===== src/rtl/sim_channel_retimer.sv =====
// Boundary retimer between the simulator tick model and the DUT top.
// Captures masked DUT records through a LATENCY-deep pipe, drives masked
// simulator records into the DUT through a register, sequences the DUT
// reset, counts RUN ticks and performs a fin-driven drain/done handshake.
// reset_i is the asynchronous, active-low harness reset.
//
// state       | meaning
// RESET_HOLD  | dut_reset_o asserted, counting RESET_CYCLES, nothing captured
// RUN         | capture and drive every cycle, tick counter running
// DRAIN       | no new captures, pipe shifting out for LATENCY cycles
// DONE        | terminal until reset, done_o high, outputs held
module sim_channel_retimer #(
    parameter int NUM_CHANNELS = 4,
    parameter int FWD_WIDTH    = 64,
    parameter int REV_WIDTH    = 64,
    parameter int LATENCY      = 1,
    parameter int RESET_CYCLES = 10,
    parameter bit HOLD_LAST    = 1'b1,
    parameter int CNT_WIDTH    = 64
) (
    input  logic                           clock_i,
    input  logic                           reset_i,
    input  logic [NUM_CHANNELS-1:0]        chan_enable_i,
    input  logic                           fin_i,
    input  logic [NUM_CHANNELS*FWD_WIDTH-1:0] dut_fwd_i,
    output logic [NUM_CHANNELS*FWD_WIDTH-1:0] sim_fwd_o,
    output logic                           sim_fwd_valid_o,
    input  logic [NUM_CHANNELS*REV_WIDTH-1:0] sim_rev_i,
    input  logic                           sim_rev_valid_i,
    output logic [NUM_CHANNELS*REV_WIDTH-1:0] dut_rev_o,
    output logic                           dut_reset_o,
    output logic [CNT_WIDTH-1:0]           tick_count_o,
    output logic [1:0]                     state_o,
    output logic                           done_o
);

    localparam int FW = NUM_CHANNELS * FWD_WIDTH;
    localparam int RW = NUM_CHANNELS * REV_WIDTH;

    // Reject unsupported configurations at elaboration.
    if (NUM_CHANNELS < 1 || NUM_CHANNELS > 16) begin : g_bad_channels
        $error("sim_channel_retimer: NUM_CHANNELS must be 1..16");
    end
    if (FWD_WIDTH < 1 || REV_WIDTH < 1 || CNT_WIDTH < 1) begin : g_bad_width
        $error("sim_channel_retimer: widths must be at least 1");
    end
    if (LATENCY < 1 || LATENCY > 4) begin : g_bad_latency
        $error("sim_channel_retimer: LATENCY must be 1..4");
    end
    if (RESET_CYCLES < 0 || RESET_CYCLES > 255) begin : g_bad_reset_cycles
        $error("sim_channel_retimer: RESET_CYCLES must be 0..255");
    end

    typedef enum logic [1:0] {
        ST_RESET_HOLD = 2'd0,
        ST_RUN        = 2'd1,
        ST_DRAIN      = 2'd2,
        ST_DONE       = 2'd3
    } state_t;

    state_t                state_q;
    logic [7:0]            cnt_q;
    logic                  fin_pending_q;
    logic [CNT_WIDTH-1:0]  tick_q;
    logic [RW-1:0]         dut_rev_q;
    logic                  dut_reset_q;
    logic                  done_q;
    logic [FW-1:0]         pipe_data_q [LATENCY];
    logic [LATENCY-1:0]    pipe_valid_q;

    logic [FW-1:0]         fwd_masked_d;
    logic [RW-1:0]         rev_masked_d;
    logic                  fin_seen_d;
    logic                  hold_expired_d;

    // Zero the slices of disabled channels in both directions.
    for (genvar i = 0; i < NUM_CHANNELS; i++) begin : g_mask
        assign fwd_masked_d[i*FWD_WIDTH +: FWD_WIDTH] =
            chan_enable_i[i] ? dut_fwd_i[i*FWD_WIDTH +: FWD_WIDTH] : '0;
        assign rev_masked_d[i*REV_WIDTH +: REV_WIDTH] =
            chan_enable_i[i] ? sim_rev_i[i*REV_WIDTH +: REV_WIDTH] : '0;
    end

    // A fin arriving on the very edge that ends the hold still diverts to DRAIN.
    assign fin_seen_d     = fin_pending_q | fin_i;
    assign hold_expired_d = ({1'b0, cnt_q} + 9'd1) >= 9'(RESET_CYCLES);

    // Capture pipe: shifts in RESET_HOLD/RUN/DRAIN, frozen in DONE so sim_fwd_o keeps its last data.
    always_ff @(posedge clock_i or negedge reset_i) begin
        if (!reset_i) begin
            pipe_valid_q <= '0;
            for (int s = 0; s < LATENCY; s++) pipe_data_q[s] <= '0;
        end else if (state_q != ST_DONE) begin
            pipe_valid_q[0] <= (state_q == ST_RUN);
            if (state_q == ST_RUN) pipe_data_q[0] <= fwd_masked_d;
            for (int s = 1; s < LATENCY; s++) begin
                pipe_valid_q[s] <= pipe_valid_q[s-1];
                pipe_data_q[s]  <= pipe_data_q[s-1];
            end
        end
    end

    // Sequencer: reset hold, run-time drive and tick count, drain and done.
    always_ff @(posedge clock_i or negedge reset_i) begin
        if (!reset_i) begin
            state_q       <= ST_RESET_HOLD;
            cnt_q         <= '0;
            fin_pending_q <= 1'b0;
            tick_q        <= '0;
            dut_rev_q     <= '0;
            dut_reset_q   <= 1'b1;
            done_q        <= 1'b0;
        end else begin
            case (state_q)
                ST_RESET_HOLD: begin
                    dut_rev_q     <= '0;
                    fin_pending_q <= fin_seen_d;
                    cnt_q         <= cnt_q + 8'd1;
                    if (hold_expired_d) begin
                        cnt_q       <= '0;
                        dut_reset_q <= 1'b0;
                        state_q     <= fin_seen_d ? ST_DRAIN : ST_RUN;
                    end
                end
                ST_RUN: begin
                    if (tick_q != '1) tick_q <= tick_q + CNT_WIDTH'(1);
                    if (sim_rev_valid_i) dut_rev_q <= rev_masked_d;
                    else if (!HOLD_LAST) dut_rev_q <= '0;
                    if (fin_i) begin
                        cnt_q   <= '0;
                        state_q <= ST_DRAIN;
                    end
                end
                ST_DRAIN: begin
                    if (cnt_q == 8'(LATENCY - 1)) begin
                        state_q <= ST_DONE;
                        done_q  <= 1'b1;
                    end else begin
                        cnt_q <= cnt_q + 8'd1;
                    end
                end
                default: ;
            endcase
        end
    end

    assign sim_fwd_o       = pipe_data_q[LATENCY-1];
    assign sim_fwd_valid_o = pipe_valid_q[LATENCY-1];
    assign dut_rev_o       = dut_rev_q;
    assign dut_reset_o     = dut_reset_q;
    assign tick_count_o    = tick_q;
    assign state_o         = state_q;
    assign done_o          = done_q;

endmodule


===== config.mk =====
export PLATFORM = sky130hd
export DESIGN_NAME = sim_channel_retimer
export DESIGN_NICKNAME = d
export VERILOG_FILES = /design/src/rtl/sim_channel_retimer.sv
export SDC_FILE = /design/constraint.sdc
export NUM_CORES = 1
export LEC_CHECK = 0
export ABC_AREA = 1
export CAP_MARGIN = 20
export CORE_AREA = 2 2 425 427
export DETAILED_ROUTE_END_ITERATION = 12
export DIE_AREA = 0 0 427 429
export PLACE_DENSITY = 0.3
export SETUP_SLACK_MARGIN = 0.15
export SYNTH_ARGS = -nofsm -noshare
export SYNTH_HDL_FRONTEND = slang
export SYNTH_SLANG_ARGS = --single-unit

===== constraint.sdc =====
create_clock -name clock_i -period 3 [get_ports clock_i]
set_clock_uncertainty 0.05 [all_clocks]
set_input_delay 0.75 -clock clock_i [delete_from_list [all_inputs] [get_ports clock_i]]
set_output_delay 0.75 -clock clock_i [all_outputs]
set_load 0.01 [all_outputs]

==> results of run 1 <==
==> path summary, 6_finish.rpt <==
check                      depth (start not counted)  slack (ns)                  startpoint                      endpoint
hold reg to reg                                    2        0.41          done_o$_DFFE_PN0P_            done_o$_DFFE_PN0P_
max in group asynchronous                          3        1.31                     reset_i     sim_fwd_o[50]$_DFFE_PN0P_
setup / recovery                                   1        0.30  sim_fwd_o[242]$_DFFE_PN0P_                sim_fwd_o[242]
setup reg to reg                                   9        0.72      state_o[1]$_DFFE_PN0P_     dut_rev_o[47]$_DFFE_PN0P_
hold / removal                                     2        0.41          done_o$_DFFE_PN0P_            done_o$_DFFE_PN0P_
min in group asynchronous                          2        0.62                     reset_i  tick_count_o[17]$_DFFE_PN0P_
==> sequential cells by signal (all words and copies together) (netlist names) <==
signal	flops
cnt_q	8
dut_rev_o	256
sim_fwd_valid_o	1
sim_fwd_o	256
state_o	2
done_o	1
tick_count_o	64
fin_pending_q	1
dut_reset_o	1
==> per-stage QoR <==
| stage | worst slack (ns) | total power [uW] | instances | util |
|---|---|---|---|---|
| final | 0.304 | 19600 | 6049 | 0.234 |
| after CTS | 0.165 | 20100 | 6043 | 0.234 |
| after floorplan | 1.08 | 8110 | 2512 | - |
| after global routing | 0.225 | 20400 | 6046 | 0.234 |
| after detailed placement | 0.581 | 9090 | 5890 | 0.218 |
| after global placement | 0.606 | 9100 | 5890 | 0.218 |
==> cell type report <==
cell class / instances / area [um^2] / share of cell area
Sequential cell: 590 / 14800 / 0.354
Clock buffer: 126 / 2560 / 0.0615
Multi-Input combinational cell: 1445 / 7850 / 0.188
Tap cell: 2355 / 2950 / 0.0707
Antenna cell: 6 / 15.0 / 0.000360
Inverter: 322 / 1230 / 0.0295
Timing Repair Buffer: 1179 / 12000 / 0.287
Clock inverter: 26 / 349 / 0.00838
==> cell usage after synthesis, types with 2 or more instances <==
cell type  number
inv_1         320
clkbuf_1      107
buf_2          35
buf_1           6
o21ai_0       277
a21oi_1         2
ha_1            8
xnor2_1        36
nand4_1         7
nor2_1        133
xor2_1         12
nor2_2          3
buf_6           6
inv_2           2
and2_1          3
dfrtp_1       589
nand2_1       400
nor2_4          2
nand3_1       294
a22o_1        256
==> power by group through the flow <==
| stage | combinational (uW) | sequential [uW] | clock [uW] |
|---|---|---|---|
| floorplan | 2.08 | 8110 | 0 |
| global placement | 993 | 8100 | 0 |
| detailed placement | 989 | 8100 | 0 |
| CTS | 993 | 7960 | 11100 |
| global route | 1040 | 7950 | 11400 |
| finish | 963 | 7960 | 10700 |
==> repair_timing <==
item	in CTS	in global routing
endpoints found under the hold margin	4	0
hold buffers	1	0
setup endpoints to repair	1	0
resized for setup	1	0
==> metal layers <==
metal / wire (um) / global-route usage
met1: 59200 / 0.185
met2: 81200 / 0.300
met3: 8810 / 0.0424
met4: 3250 / 0.0404
met5: 199 / 0
==> logic make-up after synthesis <==
kind of cell	synth area share
flip-flops	0.603
adder cells (fa/ha/maj)	0.00409
buffers and inverters	0.0769
AND/OR/NAND/NOR	0.148
AO/OA/AOI/OAI	0.151
XOR/XNOR	0.0172
==> key figures, run 1 <==
Worst setup path
  • Crit path buffers/inverters: 1
  • Critical path, cell by cell: clkdlybuf4s50_1
  • CP required: 2.20 ns
  • Crit-path max FO: 2
  • Largest stage delay on the critical path: 0.85 ns
  • Crit path DAT: 1.90 ns
  • Startpoint types: flip-flop
  • CP Capture Type: primary output
  • Critical path class: reg2out
  • Largest delay contributor family on the critical path: buffers and inverters
  • Slowest CP cell: clkdlybuf4s50_1

Cells and area
  • Commonest non-fill, non-tap cells in the layout: 1098 x clkdlybuf4s50_1, 589 x dfrtp_1, 400 x nand2_1
  • Final net count: 4149
  • Most common cell after layout, fill and taps aside: clkdlybuf4s50_1
  • Filler cells: 19300
  • Fin area: 41700 um^2
  • Area Overhead vs Synth: 70.2%
  • Proportion of layout cells with a drive suffix above 1: 0.0640

GRT
  • Initial antenna violation count: 48
  • Largest net degree at the start of global routing: 164
  • Vias in the first global route: 23500
  • Grt total ovfl: 0
  • Total Routing Usage GR: 0.163
  • Global-route wire length before repair: 207 mm

Synth
  • Yosys reg bits: 590
  • Sequential area share after synthesis: 0.603
  • Mapped Cells: 2512
  • Syn nets: 3040
  • Ys flop type: dfrtp_1
  • Largest cells by area after synthesis: dfrtp_1 60%, a22o_1 9.2%, nand2_1 6.1%, nand3_1 6.0%, o21ai_0 5.7%
  • Share of flip-flops with an asynchronous set or reset: 1.00
  • YS warnings: 0
  • Share of Yosys cell area claimed by the top area cell type: 0.602
  • Synth cell types: 34
  • Dominant cell type by area after synthesis: dfrtp_1
  • Syn Area/Cell: 9.75 um^2
  • Number of synthesized flops with an enable pin: 0
  • Mapped Area: 24500 um^2

Job
  • Max-cap violations: 0

Power and ir drop
  • Power Density: 470 nW/um^2
  • Share of power burned in combinational logic: 0.049
  • Worst vdd ir: 0.000301 V
  • Leak: 0.0172 uW
  • Pint: 15100 uW
  • Clock share of power: 0.544
  • Flop pwr share: 0.407
  • Sw frac: 0.230
  • Psw: 4510 uW

STA
  • Max_slew headroom: 0.353
  • Hold_ws: 0.410 ns
  • Unrepaired setup endpoints after global routing: no
  • F_max: 371 MHz
  • Minimum clock period: 2.70 ns
  • Final Setup Violations: 0
  • Final Cycle Share: 0.899
  • Total negative setup slack: 0 ns
  • Slew Viols, Final: 0
  • Final Hold Fails: 0
  • Worst slew pin tran: 0.970 ns

Floorplanning
  • # rows: 155
  • Die X: 427 um
  • # IOs: 1101
  • Die Y: 429 um
  • Die footprint: 183000 um^2
  • Initial cell density of the core: 0.138
  • Core area: 178000 um^2

Placement
  • HPWL after DPL: 120 mm
  • # port buffers: 1100
  • GP Congestion: 0.811
  • Placed inst area: 38700 um^2

Detailed routing
  • Pre-antenna DRT Iters: 5
  • DRT antenna net count: 0
  • Routed len/inst: 25.2 um
  • Vias post-DR: 22500
  • Routed wire length: 153 mm
  • Vias/cell: 3.72
  • DRC Markers: 0
  • DRT iter0 DRCs: 1060

Clocking
  • Root Buffer: clkbuf_16
  • TritonCTS Buffers: 83
  • H-tree Lvls: 3
  • Clk sinks: 590
  • CTS clk-pin slew, worst paths: 0.06 ns
  • Postcts setup bufs: 0
  • Clock tree buffer depth: 3
  • Clock tree from TritonCTS: built
  • Clk_lat worst skew: 0.66 ns

Status
  • Status: finished, final reports clean

Worst hold path
  • Class of the worst hold path: reg2reg
Power figures use the tool's default switching activity.
==> inputs of run 2 (changes only) <==
--- a/config.mk
+++ b/config.mk
@@ -6,7 +6,6 @@
 export NUM_CORES = 1
 export LEC_CHECK = 0
 export ABC_AREA = 1
-export CAP_MARGIN = 20
 export CORE_AREA = 2 2 425 427
 export DETAILED_ROUTE_END_ITERATION = 12
 export DIE_AREA = 0 0 427 429
==> results of run 2 <==
No change in the layout: final DEF, timing and power equal those of run 1.
